### config.mk
export PLATFORM = sky130hd
export DESIGN_NAME = seven_seg_scan_decoder_flat
export DESIGN_NICKNAME = d
export VERILOG_FILES = /design/src/rtl/seven_seg_scan_decoder_if.sv /design/src/rtl/seven_seg_scan_decoder.sv /design/src/flat_wrapper.sv
export SDC_FILE = /design/constraint.sdc
export NUM_CORES = 1
export LEC_CHECK = 0
export ABC_AREA = 1
export CORE_MARGIN = 8
export CORE_UTILIZATION = 50
export CTS_CLUSTER_DIAMETER = 60
export DETAILED_ROUTE_END_ITERATION = 12
export PLACE_DENSITY_LB_ADDON = 0.15
export SYNTH_ARGS = -nofsm -noshare
export SYNTH_HDL_FRONTEND = slang
export SYNTH_SLANG_ARGS = --single-unit
### constraint.sdc
create_clock -name clk -period 2.1 [get_ports clk]
set_clock_uncertainty 0.1 [all_clocks]
set_input_delay 0.42 -clock clk [delete_from_list [all_inputs] [get_ports clk]]
set_output_delay 0.42 -clock clk [all_outputs]
set_load 0.02 [all_outputs]
### src/rtl/seven_seg_scan_decoder_if.sv
// Display-bus pins plus the decoded-frame valid/ready stream.
// SEVSEG_BLANK_EN adds the per-digit out_blank flags.
interface seven_seg_scan_decoder_if #(parameter int DIGITS = 4);
    logic [DIGITS-1:0]   an;
    logic [6:0]          seg;
    logic                out_valid;
    logic                out_ready;
    logic [4*DIGITS-1:0] out_value;
    logic [DIGITS-1:0]   out_err;
`ifdef SEVSEG_BLANK_EN
    logic [DIGITS-1:0]   out_blank;

    modport master (input an, seg, out_ready,
                    output out_valid, out_value, out_err, out_blank);
    modport slave  (output an, seg, out_ready,
                    input out_valid, out_value, out_err, out_blank);
`else
    modport master (input an, seg, out_ready,
                    output out_valid, out_value, out_err);
    modport slave  (output an, seg, out_ready,
                    input out_valid, out_value, out_err);
`endif
endinterface

### src/rtl/seven_seg_scan_decoder.sv
// Passive reader of a multiplexed active-low 7-seg bus: debounce each digit,
// decode to hex, emit full frames. SEVSEG_BLANK_EN makes 1111111 a legal blank.
module seven_seg_scan_decoder #(
    parameter int DIGITS        = 4,
    parameter int STABLE_CYCLES = 4
) (
    input logic                        clk,
    input logic                        reset,
    seven_seg_scan_decoder_if.master   bus
);
    localparam int CW = $clog2(STABLE_CYCLES);
    localparam int IW = $clog2(DIGITS);
    // One equal comparison short of STABLE_CYCLES-1: capture on the edge that reaches it
    localparam logic [CW-1:0] CAP_AT = CW'(STABLE_CYCLES - 2);

    typedef enum logic [1:0] {S_IDLE, S_COUNT, S_HELD} state_t;

    logic [DIGITS-1:0]       r_an_q, r_an_p;
    logic [6:0]              r_seg_q, r_seg_p;
    state_t                  r_state, w_nstate;
    logic [CW-1:0]           r_cnt, w_ncnt;
    logic                    w_cap, w_same, w_onehot, w_load;
    logic [IW-1:0]           w_sel;
    logic [5:0]              w_dec;
    logic [DIGITS-1:0]       r_seen, w_seen_nxt;
    logic [DIGITS-1:0][3:0]  r_sh_val, r_out_val;
    logic [DIGITS-1:0]       r_sh_err, r_out_err;
    logic                    r_out_valid;
`ifdef SEVSEG_BLANK_EN
    logic [DIGITS-1:0]       r_sh_blank, r_out_blank;
`endif

    // Returns {blank, err, nibble}
    function automatic logic [5:0] decode(input logic [6:0] s);
        case (s)
            7'b1000000: decode = 6'h00;  7'b1111001: decode = 6'h01;
            7'b0100100: decode = 6'h02;  7'b0110000: decode = 6'h03;
            7'b0011001: decode = 6'h04;  7'b0010010: decode = 6'h05;
            7'b0000010: decode = 6'h06;  7'b1111000: decode = 6'h07;
            7'b0000000: decode = 6'h08;  7'b0010000: decode = 6'h09;
            7'b0001000: decode = 6'h0A;  7'b0000011: decode = 6'h0B;
            7'b1000110: decode = 6'h0C;  7'b0100001: decode = 6'h0D;
            7'b0000110: decode = 6'h0E;  7'b0001110: decode = 6'h0F;
`ifdef SEVSEG_BLANK_EN
            7'b1111111: decode = 6'b100000;
`endif
            default:    decode = 6'b010000;
        endcase
    endfunction

    assign w_same   = (r_an_q == r_an_p) && (r_seg_q == r_seg_p);
    assign w_onehot = $onehot(~r_an_q);
    assign w_dec    = decode(r_seg_q);
    assign w_load   = (&r_seen) && (!r_out_valid || bus.out_ready);

    always_comb begin
        w_sel = '0;
        for (int i = 0; i < DIGITS; i++)
            if (!r_an_q[i]) w_sel = IW'(i);
    end

    always_comb begin
        w_nstate = r_state;
        w_ncnt   = '0;
        w_cap    = 1'b0;
        case (r_state)
            S_IDLE:  if (w_onehot) w_nstate = S_COUNT;
            S_COUNT: begin
                if (!w_same)              w_nstate = w_onehot ? S_COUNT : S_IDLE;
                else if (r_cnt == CAP_AT) begin
                    w_cap    = 1'b1;
                    w_nstate = S_HELD;
                end else                  w_ncnt = r_cnt + CW'(1);
            end
            S_HELD:  if (!w_same) w_nstate = w_onehot ? S_COUNT : S_IDLE;
            default: w_nstate = S_IDLE;
        endcase
    end

    // A capture on the loading edge belongs to the next frame
    always_comb begin
        w_seen_nxt = w_load ? '0 : r_seen;
        if (w_cap) w_seen_nxt[w_sel] = 1'b1;
    end

    always_ff @(posedge clk) begin
        if (reset) begin
            r_an_q      <= '1;
            r_an_p      <= '1;
            r_seg_q     <= '1;
            r_seg_p     <= '1;
            r_state     <= S_IDLE;
            r_cnt       <= '0;
            r_seen      <= '0;
            r_sh_val    <= '0;
            r_sh_err    <= '0;
            r_out_val   <= '0;
            r_out_err   <= '0;
            r_out_valid <= 1'b0;
`ifdef SEVSEG_BLANK_EN
            r_sh_blank  <= '0;
            r_out_blank <= '0;
`endif
        end else begin
            r_an_q  <= bus.an;
            r_seg_q <= bus.seg;
            r_an_p  <= r_an_q;
            r_seg_p <= r_seg_q;
            r_state <= w_nstate;
            r_cnt   <= w_ncnt;
            r_seen  <= w_seen_nxt;
            if (w_cap) begin
                r_sh_val[w_sel]   <= w_dec[3:0];
                r_sh_err[w_sel]   <= w_dec[4];
`ifdef SEVSEG_BLANK_EN
                r_sh_blank[w_sel] <= w_dec[5];
`endif
            end
            if (w_load) begin
                r_out_val   <= r_sh_val;
                r_out_err   <= r_sh_err;
                r_out_valid <= 1'b1;
`ifdef SEVSEG_BLANK_EN
                r_out_blank <= r_sh_blank;
`endif
            end else if (r_out_valid && bus.out_ready) begin
                r_out_valid <= 1'b0;
            end
        end
    end

    assign bus.out_valid = r_out_valid;
    assign bus.out_value = r_out_val;
    assign bus.out_err   = r_out_err;
`ifdef SEVSEG_BLANK_EN
    assign bus.out_blank = r_out_blank;
`endif
endmodule
### src/flat_wrapper.sv
// flat-port wrapper written by rule: the top's interface ports become plain ports
module seven_seg_scan_decoder_flat 
#(
    parameter int DIGITS        = 4,
    parameter int STABLE_CYCLES = 4
)
  (clk, reset, bus_an, bus_seg, bus_out_ready, bus_out_valid, bus_out_value, bus_out_err);
  seven_seg_scan_decoder_if #(.DIGITS(DIGITS)) bus_i ();
  input logic clk;
  input logic reset;
  input wire logic [$bits(bus_i.an)-1:0] bus_an;
  input wire logic [$bits(bus_i.seg)-1:0] bus_seg;
  input wire logic [$bits(bus_i.out_ready)-1:0] bus_out_ready;
  output wire logic [$bits(bus_i.out_valid)-1:0] bus_out_valid;
  output wire logic [$bits(bus_i.out_value)-1:0] bus_out_value;
  output wire logic [$bits(bus_i.out_err)-1:0] bus_out_err;
  assign bus_i.an = bus_an;
  assign bus_i.seg = bus_seg;
  assign bus_i.out_ready = bus_out_ready;
  assign bus_out_valid = bus_i.out_valid;
  assign bus_out_value = bus_i.out_value;
  assign bus_out_err = bus_i.out_err;
  seven_seg_scan_decoder #(.DIGITS(DIGITS), .STABLE_CYCLES(STABLE_CYCLES)) u_core (.clk(clk), .reset(reset), .bus(bus_i));
endmodule
Word level (Yosys, flattened, before mapping):

Cells that the tools add are included.

* add/subtract/negate cells: 4
* order comparisons: 2
* equal/unequal tests: 24
* muxes and demuxes: 23
* bitwise operators: 4
* reductions and logical operators: 12

Operators with widths (count)
* 5-bit one-hot mux with 16 select lines: 1
* 7-bit == test, second input constant: 4
* 7-bit by 5-bit == test with 1-bit output, second input constant: 3
* 7-bit by 6-bit == test with 1-bit output, second input constant: 3
* 16-bit bitwise mux: 1
* 7-bit by 2-bit == test with 1-bit output, second input constant: 2
* 7-bit by 4-bit == test with 1-bit output, second input constant: 2
* 2-bit 2-to-1 mux: 6
* 4-bit 2-to-1 mux: 3
* 4-bit demux with 2-bit select: 1
* 1-bit 2-to-1 mux: 8
* 7-bit by 3-bit == test with 1-bit output, second input constant: 1
* 7-bit == test: 1
* 7-bit zero test: 1
* 2-bit one-hot mux with 3 select lines: 1
* 1-bit by 1-bit adder with 2-bit output: 2
* 4-bit bitwise mux: 1
* 2-bit == test, second input constant: 2
* 4-bit == test: 1
* 1-bit logical AND: 4
* 4-bit inverter: 1
* 4-bit bitwise OR: 1
* 4-bit AND reduction: 1
* 4-bit OR reduction: 1
* 16 further kinds: 17

* register bits: 71
* input port bits: 14
* output and inout port bits: 21
* word-level logic and storage cells: 87

Logic depth before layout (Yosys ltp):

* depth in word-level cells: 9
* depth in mapped cells: 12
* mapped depth without buffers: 11

Worst setup path after synthesis:

No wires, ideal clock.

* path type: flip-flop to flip-flop
* start point: register u_core.r_an_q[2]
* end point: register u_core.r_state[1]
* library setup time: 0.129 ns
* data arrival time: 1.870 ns
* data required time: 1.871 ns
* path slack: 0.001 ns
* stages on the path, launching flop included: 10
* path buffers: 0
* period minus slack after synthesis: 2.099 ns
* cell sequence: dfxtp_1 -> inv_1 -> ha_1 -> ha_1 -> fa_1 -> nand3b_1 -> nor2_1 -> nor2_1 -> o211ai_1 -> a21oi_1

* longest elaborated chain between the ends: 6
* elaborated cells on any way between the ends: 12
* those cells by class: 2 x add/sub; 5 x eq/ne; 2 x mux; 1 x bitwise; 2 x reduce/logical

RTL lines
* start: declaration: line seven_seg_scan_decoder.sv:18 `logic [DIGITS-1:0] r_an_q, r_an_p;`
* start signal: assignment: line seven_seg_scan_decoder.sv:105 `r_an_q <= bus.an;`
* 4-bit inverter: line seven_seg_scan_decoder.sv:52 `assign w_onehot = $onehot(~r_an_q);`
* 1-bit by 1-bit adder with 2-bit output (not written as such): line seven_seg_scan_decoder.sv:52
* 3-bit adder (not written as such): line seven_seg_scan_decoder.sv:52
* 3-bit by 1-bit == test with 1-bit output: line seven_seg_scan_decoder.sv:52
* 2-bit by 1-bit != test with 1-bit output (no source line)
* 3-bit AND reduction (no source line)
* end signal: assignment: line seven_seg_scan_decoder.sv:109 `r_state <= w_nstate;`
* end: declaration: line seven_seg_scan_decoder.sv:20 `state_t r_state, w_nstate;`

Several ways; a longest one is shown, not always the timed one.
A chain may end at the register's enable or synchronous reset.

Worst setup path after layout:

Ends and elaborated chain as after synthesis.

==> results_dict.tcl <==
set metrics [dict create \
    io_buffers 34 \
    clockBufferDepth 2 \
    gr-total-overflow 0 \
    synth_seq_area_share_pct 46.92 \
    min_to "u_core.r_cnt[0]" \
    place.gp.congestion 0.9441 \
    die-area_um2 8805 \
    ys_ff_latch 71 \
    combPwrFrac_pct 8.6 \
    ys.warnings.count 0 \
    grt_start_max_net_pins 54 \
    synthTopCellsByArea "dfxtp_1 (47%), nand2_1 (12%), nor2_1 (8.3%), inv_1 (5.6%), a21oi_1 (5.0%)" \
    worstSetupPathType "flip-flop to flip-flop" \
    cts_sinks 71 \
    p_clk_share_pct 37.9 \
    power_switching_w 0.0006674 \
    holdPathStages 1 \
    fmax_mhz 492.0 \
    setup_viol 0 \
    grt_pass1_wl_um 10450 \
    clkTransAtPathRegs_ns 0.07 \
    n_antenna_cell 0 \
    swShare_pct 25.70 \
    end_kind "flip-flop" \
    start_util_pct 51.47 \
    yosys.area.top_type "dfxtp_1" \
    ys_types 26 \
    synth_edf_count 0 \
    power.sequential.fraction_pct 53.5 \
    async_flop_share_pct 0 \
    setup_tns_ns 0 \
    die_x_um 93.84 \
    design_area_um2 3740 \
    leakage_nw 1.824 \
    hold_path_class "flip-flop to flip-flop" \
    grt_pass1_vias 2304 \
    cts_buffers 9 \
    root_buffer "clkbuf_8" \
    crit_path_start_kind "flip-flop" \
    drtAntennaViolNets 0 \
    syn_to_final_growth_pct 23.46 \
    outcome "finished, final reports clean" \
    worstPathArrival_ns 2.17 \
    min_period_ns 2.033 \
    fin_crit_sh_pct 96.79 \
    rsz0062_at_grt "true" \
    dp_hpwl_um 4255 \
    io_pins 35 \
    wire_per_inst_um 11.39 \
    worst_r2r_endpoint "u_core.r_state[1]" \
    antenna_found_initial 0 \
    synth_cells 413 \
    place_area_um2 3462 \
    drc 0 \
    nets 475 \
    cp.required_ns 2.23 \
    drive_above_1_share_pct 14.57 \
    intPower_w 0.001930 \
    syn_avg_cell_area_um2 7.335 \
    hold_slack_ns 0.3116 \
    fin_cells 535 \
    first_iter_violations 119 \
    reg2regPathDepth 9 \
    routed_wl_um 6092 \
    synth_top_area_share_pct 46.92 \
    dr.pass1.iters 4 \
    rows 28 \
    r2r_start "u_core.r_an_q[2]" \
    critical_path.max_fanout 2 \
    synth_area_um2 3029 \
    vdd_drop_max_mv 0.3807 \
    yosysMostFrequentCell "nand2_1" \
    slew_headroom_pct 48.25 \
    drv_slew 0 \
    worstHoldStart "u_core.r_cnt[0]" \
    place_inst 517 \
    regToRegSetupSlack_ns 0.07 \
    vias 2557 \
    viasPerCell 4.779 \
    clk_latency_ns 0.34 \
    p_total_w 0.002597 \
    synth_nets 433 \
    die-height_um 93.84 \
    finalHoldViolCount 0 \
    p_per_area_nw_per_um2 694.4 \
    grtUsageTotal_pct 14.71 \
    maxCapViolations 0 \
    htree_levels 3 \
    synthTopCellsByCount "nand2_1 (99), dfxtp_1 (71), nor2_1 (67)" \
    synth_flop_cell "dfxtp_1" \
    cts_tree "yes" \
    coreArea_um2 5886 \
    worst_slew_pin_slew_ns 0.7734 \
]
-- routing by layer --
metal | global-route usage [%] | share of wire, % | vias to the layer above
met1 | 18.06 | 48 | 1143
met3 | 4.636 | 4.1 | 10
met4 | 5.548 | 1.4 | 0
li1 | - | - | 1364
met5 | 0 | 0 | -
met2 | 23.45 | 46 | 40
-- power by group through the flow --
stage | Clock [W] | Combinational [W] | Sequential, W
CTS | 0.00102 | 0.000209 | 0.00139
global route | 0.00108 | 0.000253 | 0.00139
floorplan | 0 | 0.000131 | 0.00142
finish | 0.000984 | 0.000223 | 0.00139
detailed placement | 0 | 0.000196 | 0.00142
global placement | 0 | 0.000190 | 0.00142
-- repair_timing --
item / CTS / global route
hold buffers: 0 / 0
endpoints found under the hold margin: 0 / 0
setup endpoints to repair: 1 / 7
resized for setup: 8 / 7
pin swaps: 6 / 5
setup buffers: 2 / 0
-- cells in the final DEF (no fill, tap or decap), types with 2 or more instances in the layout --
cell type / n
or2_2: 11
ha_4: 3
o21ai_1: 17
nand2_1: 99
nand2_2: 2
nand3_1: 9
nor2_1: 66
clkdlybuf4s50_1: 34
nor3_1: 6
nand4_4: 4
clkinvlp_4: 3
clkbuf_8: 10
a21oi_1: 29
xor2_1: 5
inv_1: 43
nand4_1: 5
buf_4: 10
nand3b_1: 2
dfxtp_2: 4
dfxtp_1: 67
inv_2: 9
o21ai_0: 6
ha_1: 2
nor2_2: 4
-- cell type report --
cell class | instances | area, um2
multi-input combinational | 275 | 1403
timing repair buffer | 45 | 435.4
tap | 75 | 93.84
fill | 538 | 2146
inverter | 53 | 198.9
clock buffer | 10 | 137.6
clock inverter | 6 | 45.04
sequential | 71 | 1426
-- critical path, stage by stage (launching register included) --
cell and delay, ns:
dfxtp_2 0.33, inv_2 0.05, ha_4 0.24, ha_4 0.15
fa_1 0.42, nand3b_1 0.20, nor2_2 0.13, nor2_1 0.05
o211ai_1 0.18, a21oi_1 0.08
-- flip-flops by register name (all words and copies together), names as in the netlist --
register / cells
u_core.r_an_p: 4
u_core.r_seen: 4
u_core.bus.out_err: 4
u_core.r_seg_q: 7
u_core.bus.out_valid: 1
u_core.r_an_q: 4
u_core.r_seg_p: 7
u_core.r_state: 2
u_core.r_sh_val: 16
u_core.r_sh_err: 4
u_core.bus.out_value: 16
u_core.r_cnt: 2
-- logic make-up after synthesis --
group,after synthesis,share of synthesized area (%)
buf+inv,67,9.376
compound gates,54,9.004
flops,71,46.92
fa+ha+maj,6,2.726
simple gates,210,30.52
xor+xnor,5,1.446
-- worst max path at each step --
stage | startpoint | endpoint | slack [ns] | depth (start not counted)
after floorplan | u_core.r_an_q[2] | u_core.r_state[1] | 0.001 | 9
after global placement | u_core.r_an_q[0] | u_core.r_state[1] | 0.007 | 9
after detailed placement | u_core.r_an_q[0] | u_core.r_state[1] | -0.06 | 9
after CTS | u_core.r_an_q[2] | u_core.r_state[1] | 0.03 | 9
after global routing | u_core.r_an_q[2] | u_core.r_state[1] | -0.03 | 9
final | u_core.r_an_q[2] | u_core.r_state[1] | 0.07 | 9
-- metrics by stage --
step	utilization, %	worst slack (ns)
2_1_floorplan	-	0.001120
3_3_place_gp	58.82	0.007398
3_5_place_dp	58.82	-0.05950
4_1_cts	62.73	0.02763
5_1_grt	63.54	-0.03078
6_report	63.54	0.06736
Power figures use the tool's default switching activity.
